## config.mk

```make
export PLATFORM = sky130hd
export DESIGN_NAME = spi_sclk_gen
export DESIGN_NICKNAME = d
export VERILOG_FILES = /design/src/rtl/spi_sclk_gen.sv
export SDC_FILE = /design/constraint.sdc
export NUM_CORES = 1
export LEC_CHECK = 0
export BUFFER_PORTS_ARGS = -buffer_cell sky130_fd_sc_hd__buf_2
export CAP_MARGIN = 0
export CORE_MARGIN = 1.5
export CORE_UTILIZATION = 35
export CTS_CLUSTER_DIAMETER = 120
export CTS_CLUSTER_SIZE = 20
export DETAILED_ROUTE_END_ITERATION = 8
export HOLD_SLACK_MARGIN = 0.03
export PLACE_DENSITY = 0.54
export SLEW_MARGIN = 20
export SYNTH_ARGS = -nofsm -noshare
export SYNTH_HDL_FRONTEND = slang
export SYNTH_SLANG_ARGS = --single-unit
```

## constraint.sdc

```tcl
create_clock -name clk_i -period 2.3 [get_ports clk_i]
set_input_delay 0.23 -clock clk_i [delete_from_list [all_inputs] [get_ports clk_i]]
set_output_delay 0.23 -clock clk_i [all_outputs]
set_load 0.02 [all_outputs]
```

## src/rtl/spi_sclk_gen.sv

```systemverilog
// spi_sclk_gen: divides clk_i into SCLK for one transfer and emits edge/sample/shift strobes.
// Define SPI_SCLK_GEN_PAUSE_EN to add pause_i, which freezes SCLK generation while in RUN.
module spi_sclk_gen #(
    parameter int DIV_W = 8,
    parameter int CNT_W = 6
) (
    input  logic             clk_i,
    input  logic             reset_n_i,
    input  logic             start_i,
`ifdef SPI_SCLK_GEN_PAUSE_EN
    input  logic             pause_i,
`endif
    input  logic [DIV_W-1:0] clk_div_i,
    input  logic             cpol_i,
    input  logic             cpha_i,
    input  logic [CNT_W-1:0] nbits_i,
    output logic             sclk_o,
    output logic             lead_o,
    output logic             trail_o,
    output logic             sample_o,
    output logic             shift_o,
    output logic             busy_o,
    output logic             done_o
);
    localparam logic [1:0] S_IDLE = 2'd0;
    localparam logic [1:0] S_RUN  = 2'd1;
    localparam logic [1:0] S_TAIL = 2'd2;
    localparam logic [1:0] S_FIN  = 2'd3;

    logic [1:0]       state_q, state_d;
    logic [DIV_W-1:0] div_q, div_d, cnt_q, cnt_d;
    logic [CNT_W:0]   edge_q, edge_d, last_edge;
    logic [CNT_W-1:0] nbits_q, nbits_d;
    logic             cpol_q, cpol_d, cpha_q, cpha_d, sclk_q, sclk_d;
    logic             lead_q, lead_d, trail_q, trail_d, sample_q, sample_d;
    logic             shift_q, shift_d, done_q, done_d;
    logic             pause, wrap, odd;

`ifdef SPI_SCLK_GEN_PAUSE_EN
    assign pause = pause_i;
`else
    assign pause = 1'b0;
`endif
    assign wrap      = cnt_q == div_q;
    assign odd       = ~edge_q[0];
    assign last_edge = {nbits_q, 1'b0};

    always_comb begin
        state_d  = state_q;
        div_d    = div_q;
        cnt_d    = cnt_q;
        edge_d   = edge_q;
        nbits_d  = nbits_q;
        cpol_d   = cpol_q;
        cpha_d   = cpha_q;
        sclk_d   = sclk_q;
        lead_d   = 1'b0;
        trail_d  = 1'b0;
        sample_d = 1'b0;
        shift_d  = 1'b0;
        done_d   = 1'b0;
        case (state_q)
            S_IDLE: begin
                sclk_d = cpol_i;
                if (start_i) begin
                    div_d   = clk_div_i;
                    cpol_d  = cpol_i;
                    cpha_d  = cpha_i;
                    nbits_d = nbits_i;
                    cnt_d   = '0;
                    edge_d  = '0;
                    state_d = (nbits_i == '0) ? S_FIN : S_RUN;
                end
            end
            S_RUN: begin
                if (!pause) begin
                    cnt_d = wrap ? '0 : cnt_q + DIV_W'(1);
                    if (wrap) begin
                        sclk_d   = ~sclk_q;
                        edge_d   = edge_q + (CNT_W+1)'(1);
                        lead_d   = odd;
                        trail_d  = ~odd;
                        sample_d = cpha_q ? ~odd : odd;
                        // the last edge of the shifting kind has no further bit to drive
                        shift_d  = (cpha_q ? odd : ~odd) && (edge_q + (CNT_W+1)'(2) < last_edge);
                        state_d  = (edge_q + (CNT_W+1)'(1) == last_edge) ? S_TAIL : S_RUN;
                    end
                end
            end
            S_TAIL: begin
                sclk_d  = cpol_q;
                cnt_d   = wrap ? '0 : cnt_q + DIV_W'(1);
                state_d = wrap ? S_FIN : S_TAIL;
                done_d  = wrap;
            end
            default: begin
                // entered without done_q only on a zero-length start, which delays done by one cycle
                sclk_d  = cpol_q;
                state_d = done_q ? S_IDLE : S_FIN;
                done_d  = ~done_q;
            end
        endcase
    end

    always_ff @(posedge clk_i or negedge reset_n_i) begin
        if (!reset_n_i) begin
            state_q  <= S_IDLE;
            div_q    <= '0;
            cnt_q    <= '0;
            edge_q   <= '0;
            nbits_q  <= '0;
            cpol_q   <= 1'b0;
            cpha_q   <= 1'b0;
            sclk_q   <= 1'b0;
            lead_q   <= 1'b0;
            trail_q  <= 1'b0;
            sample_q <= 1'b0;
            shift_q  <= 1'b0;
            done_q   <= 1'b0;
        end else begin
            state_q  <= state_d;
            div_q    <= div_d;
            cnt_q    <= cnt_d;
            edge_q   <= edge_d;
            nbits_q  <= nbits_d;
            cpol_q   <= cpol_d;
            cpha_q   <= cpha_d;
            sclk_q   <= sclk_d;
            lead_q   <= lead_d;
            trail_q  <= trail_d;
            sample_q <= sample_d;
            shift_q  <= shift_d;
            done_q   <= done_d;
        end
    end

    assign sclk_o   = sclk_q;
    assign lead_o   = lead_q;
    assign trail_o  = trail_q;
    assign sample_o = sample_q;
    assign shift_o  = shift_q;
    assign busy_o   = (state_q == S_RUN) || (state_q == S_TAIL);
    assign done_o   = done_q;
endmodule
```

==> reports/results.ini, run 1 <==
[status]
status = complete, no violations

[placement]
dpl.cell_count = 318
dp_hpwl_um = 3555
placed_cell_area_mm2 = 0.002535
place_ws_ns = 0.3058
portBuffers = 25
gp_congestion = 0.8515

[finish]
num-nets-final = 279
fin_area_mm2 = 0.002639
final_cell_count_no_fill = 326
num_antenna_cells = 0
area_growth_pct = 14.00
drive_gt1_share_pct = 25.70

[timing]
drv_slew = 0
tightestPinTransition_ns = 0.8919
report.final.setup_viol = 0
setup_ws_ns = 0.2992
fin_crit_sh_pct = 86.99
fmax_mhz = 499.8
finalHoldViolations = 0
clock_skew_ns = 0.006749
maxSlewHeadroom_pct = 40.54
rsz0062_at_grt = false
fin_crit_ns = 2.001
finalSetupTns_ns = 0

[clock_network]
htreeDepth = 2
cts.sink_count = 39
cts-hold-fix-buffers = 0
cts_resized = 0
clock_latency_ns = 0.29
cts_max_path_buffers = 2
cts.clk_slew.worst_paths_ns = 0.08
cts_tree = yes
ctsRootBufferMaster = clkbuf_8
post_cts_buffers = 0
numCtsBuffers = 5

[critical_path]
arrival_ns = 2.19
path_class = flip-flop to flip-flop
end_kind = flip-flop
cp-start-kind = flip-flop
r2r-start = edge_q[2]
required_ns = 2.49
critPathMaxFanout = 10
reg2reg_to = shift_o
worstRegToRegCells = 7
rrSetupSlack_ns = 0.30

[global_route]
antenna_found_initial = 0
grt_pass1_vias = 1655
grt_max_degree = 40
grt_usage_pct = 14.21
grt_pass1_wl_um = 8059
grt_overflow = 0

[detailed_routing]
drc_errors = 0
viasPerCell = 5.236
drt_iter0_drc = 60
dr_total_vias = 1707
routed_wl_um = 4815
wire_per_inst_um = 14.77
dr.pass1.iters = 5
drtAntennaViolNets = 0

[synth]
syn_avg_cell_area_um2 = 10.52
synth_seq_area_share_pct = 42.16
synthArstFlopShare_pct = 100.0
synth_area_leaders = dfrtp_1, mux2_2, ha_1, xor2_1, xnor2_1
ys_warn_count = 0
netlist_area_mm2 = 0.002315
syn_nets = 251
ys_top_cells_by_count = dfrtp_1, mux2_2, xor2_1
synth_top_flop_cell = dfrtp_1
netlist_instances = 220
synth_edf_count = 0
yosysMostFrequentCell = dfrtp_1
synth_area_leader_cell = dfrtp_1
synth_seq_cells = 39
yosysUniqueCellTypes = 47
yosysTopAreaCellShare_pct = 42.16

[die]
dieArea_mm2 = 0.007111
die_w_um = 84.33
dieHeight_um = 84.33
ios = 26
num_rows = 29
coreArea_mm2 = 0.006386
start_util_pct = 36.25

[pwr]
ir_worst_vdd_mv = 0.4241
p_per_area_mw_per_mm2 = 1115
p_leak_nw = 1.222
power_mw = 2.943

[hold_path]
hold_path_class = primary input to async pin

[job]
cap_violations = 0

critical path: stages, from the launching register on:
cell and delay [ns]:
dfrtp_1 0.48, ha_1 0.32, ha_1 0.26, a21boi_0 0.12, o21a_1 0.19, o21ai_0 0.16, a21oi_1 0.09, nor4_1 0.27
where the power goes:
part / leakage (nW) / total (mW) / switching [mW] / internal [mW]
Clock: 0.0505 / 0.522 / 0.249 / 0.273
Sequential: 0.501 / 1.12 / 0.214 / 0.903
Combinational: 0.670 / 1.30 / 0.708 / 0.596
registers in the layout (all words and copies together) (netlist names):
name	cells
cpol_q	1
state_q	2
sample_o	1
done_o	1
lead_o	1
trail_o	1
cpha_q	1
edge_q	7
cnt_q	8
nbits_q	6
shift_o	1
sclk_o	1
div_q	8
area by class of cell:
class | instances | area, µm²
inverter | 10 | 37.54
clock buffer | 7 | 96.34
fill | 625 | 3747
multi-input combinational | 160 | 1247
tap | 77 | 96.34
sequential | 39 | 975.9
timing repair buffer | 32 | 177.7
clock inverter | 1 | 7.507
cell families after synthesis:
logic type                 count (synthesis)  synth area share, %
and+or+nand+nor                           65                15.41
muxes                                     21                9.946
adders and majority gates                 12                6.486
AOI/OAI and AO/OA                         36                11.62
xor gates and xnor gates                  26                10.43
buffers and inverters                     21                3.946
DFF                                       39                42.16
stage by stage:
step | util (%) | hold slack, ns
2_1_floorplan | - | -0.06559
3_3_place_gp | 39.69 | 0.4126
3_5_place_dp | 39.69 | 0.4111
4_1_cts | 41.32 | 0.09077
5_1_grt | 41.32 | 0.1456
6_report | 41.32 | 0.05670
cell usage in the layout (no fill, tap or decap), types with 2 or more instances in the layout:
cell | netlist | layout
nand2b_1 | 3 | 3
ha_1 | 12 | 12
buf_4 | 0 | 7
o21ai_1 | 2 | 2
dfrtp_1 | 39 | 39
nand2_1 | 14 | 14
clkbuf_8 | 0 | 7
o21ai_0 | 8 | 8
a31o_2 | 2 | 2
a211oi_1 | 3 | 3
xnor2_1 | 9 | 9
nand4_1 | 5 | 5
and3_1 | 4 | 4
nor4_4 | 2 | 2
inv_1 | 9 | 9
mux2i_1 | 5 | 5
o211ai_1 | 4 | 4
nor4_1 | 2 | 2
buf_2 | 4 | 25
xor2_1 | 16 | 16
mux2_2 | 16 | 16
a22o_1 | 2 | 2
nor2_1 | 15 | 15
nand3_1 | 13 | 13
o2bb2ai_1 | 2 | 2
worst max path at each step:
stage	from	endpoint	slack, ns	cells past startpoint
detailed placement	cnt_q[1]	cnt_q[2]	0.31	5
finish	edge_q[2]	shift_o	0.30	7
CTS	edge_q[2]	shift_o	0.29	7
global placement	cnt_q[1]	cnt_q[2]	0.30	5
floorplan	state_q[0]	cnt_q[2]	0.42	8
global route	edge_q[2]	shift_o	0.1	7
metal layers:
layer | vias up | GRT usage (%) | share of wire, %
li1 | 840 | - | -
met1 | 822 | 18.34 | 48
met2 | 36 | 23.71 | 47
met3 | 9 | 2.950 | 3.2
met4 | 0 | 4.918 | 1.8
met5 | - | 0 | 0
Note: power is estimated with default switching activity, not from simulation.
==> inputs of run 2 (changes only) <==
Clock period 2.3 ns to 2.55 ns, I/O delays scaled along.
==> run 2 against run 1 <==
Sequential share of layout area rose by 0.34 points. First-iteration DRC count rose by 12%. Sequential cell count did not move. Utilization fell by 0.37 points. Hold slack improved by 0.020 ns. Clock-buffer cell count fell by 1. Register-to-register slack improved by 0.06 ns. Highest routed layer unchanged. Largest power group unchanged. Total power fell by 7.9%. Cell count fell by 1.5%. Die area did not move.
==> reports/results.ini, run 2 (synthesis gave the netlist of run 1 again) <==
[critical_path]
path_cells = ha_1, nand2_1, or3_1, a211oi_1, a31o_2, a221oi_2
slowest_delay_ns = 0.55
r2r-start = edge_q[0]
cp-start-kind = flip-flop
reg2reg_to = state_q[0]
worstRegToRegCells = 6
arrival_ns = 2.36
cpMaxStageDelayCell = dfrtp_1
end_kind = flip-flop
critPathMaxFanout = 9
crit_buf_inv = 0
required_ns = 2.72
cp_top_family = compound AO/OA/AOI/OAI gates
rrSetupSlack_ns = 0.36
path_class = flip-flop to flip-flop

[finish]
num_antenna_cells = 0
num-nets-final = 274
drive_gt1_share_pct = 24.18
area_growth_pct = 12.97
layout_commonest_cell = dfrtp_1
num-fill-cells = 653
mostFrequentLayoutCells = dfrtp_1, buf_2, xor2_1, mux2_2, nor2_1
top_regs = cnt_q x8, div_q x8, edge_q x7

[global_route]
grt_overflow = 0
grt_max_degree = 40
antenna_found_initial = 0
grt_pass1_vias = 1731
grt_pass1_wl_um = 8652
grt_usage_pct = 15.52

[clock_network]
post_cts_buffers = 0
ctsRootBufferMaster = clkbuf_8
cts_tree = yes
cts_max_path_buffers = 2
cts.sink_count = 39
numCtsBuffers = 5
clock_latency_ns = 0.29
cts-hold-fix-buffers = 0
cts.clk_slew.worst_paths_ns = 0.08
htreeDepth = 2
cts_resized = 0

[timing]
fin_crit_sh_pct = 85.77
drv_slew = 0
finalHoldViolations = 0
report.final.setup_viol = 0
clock_skew_ns = 0.008749
maxSlewHeadroom_pct = 41.27
finalSetupTns_ns = 0
rsz0062_at_grt = false
fin_crit_ns = 2.187
setup_ws_ns = 0.3628
tightestPinTransition_ns = 0.8809
fmax_mhz = 457.2

[detailed_routing]
drtAntennaViolNets = 0
viasPerCell = 5.227
drc_errors = 0
routed_wl_um = 5020
dr.pass1.iters = 4
drt_iter0_drc = 67
wire_per_inst_um = 15.64
dr_total_vias = 1678

[die]
dieArea_mm2 = 0.007111
dieHeight_um = 84.33
coreArea_mm2 = 0.006386
ios = 26
start_util_pct = 36.25
num_rows = 29
die_w_um = 84.33

[pwr]
p_per_area_mw_per_mm2 = 1037
p_leak_nw = 1.206
ir_worst_vdd_mv = 0.5262

[placement]
dp_hpwl_um = 3662
place_ws_ns = 0.3816
gp_congestion = 0.8155
portBuffers = 25

[job]
cap_violations = 0

[status]
status = complete, no violations

[hold_path]
hold_path_class = primary input to async pin

==> run 2: layout make-up <==
cell class,count,area (µm²),area share [%]
inverters,10,37.54,1.435
well taps,77,96.34,3.684
clock inverters,2,35.03,1.340
clock buffers,6,82.58,3.158
repair buffers,27,140.1,5.359
flip-flops and latches,39,975.9,37.32
multi-input cells,160,1247,47.70
==> run 2: per-layer routing <==
metal  vias to the layer above  routed length, µm  GRT usage (%)
li1                        827                  -              -
met1                       801               2326          20.68
met2                        38               2343          24.65
met3                        12                203          2.950
met4                         0                146          6.706
met5                         -                  0              0
==> run 2: worst max path at each step <==
| stage | start | end | slack [ns] | cells past startpoint |
|---|---|---|---|---|
| after global routing | edge_q[0] | state_q[0] | 0.19 | 6 |
| final | edge_q[0] | state_q[0] | 0.36 | 6 |
| after global placement | edge_q[0] | state_q[0] | 0.37 | 6 |
| after CTS | edge_q[0] | state_q[0] | 0.36 | 6 |
| after detailed placement | edge_q[0] | state_q[0] | 0.38 | 6 |
| after floorplan | state_q[0] | cnt_q[2] | 0.67 | 8 |
==> run 2: where the power goes <==
group	switching, mW	leakage (nW)	total [mW]	internal, mW
combinational	0.629	0.644	1.14	0.510
clock	0.221	0.0612	0.538	0.317
sequential	0.220	0.501	1.03	0.814
total	1.07	1.21	2.71	1.64
==> run 2: metrics by stage <==
stage               area (µm²)  utilization [%]  instances  power [mW]  hold WS (ns)
floorplan                 2315                -        220       1.884      -0.04059
CTS                       2615            40.95        321       2.735        0.1097
finish                    2615            40.95        321       2.711       0.07674
global placement          2497            39.11        313       2.169        0.4449
detailed placement        2497            39.11        313       2.184        0.4292
global route              2615            40.95        321       2.907        0.1598
==> run 2: worst reg2reg max path, stage by stage (launching register included) <==
cell and delay, ns:
dfrtp_1 0.55, ha_1 0.30, nand2_1 0.11, or3_1 0.39, a211oi_1 0.43, a31o_2 0.23
a221oi_2 0.06
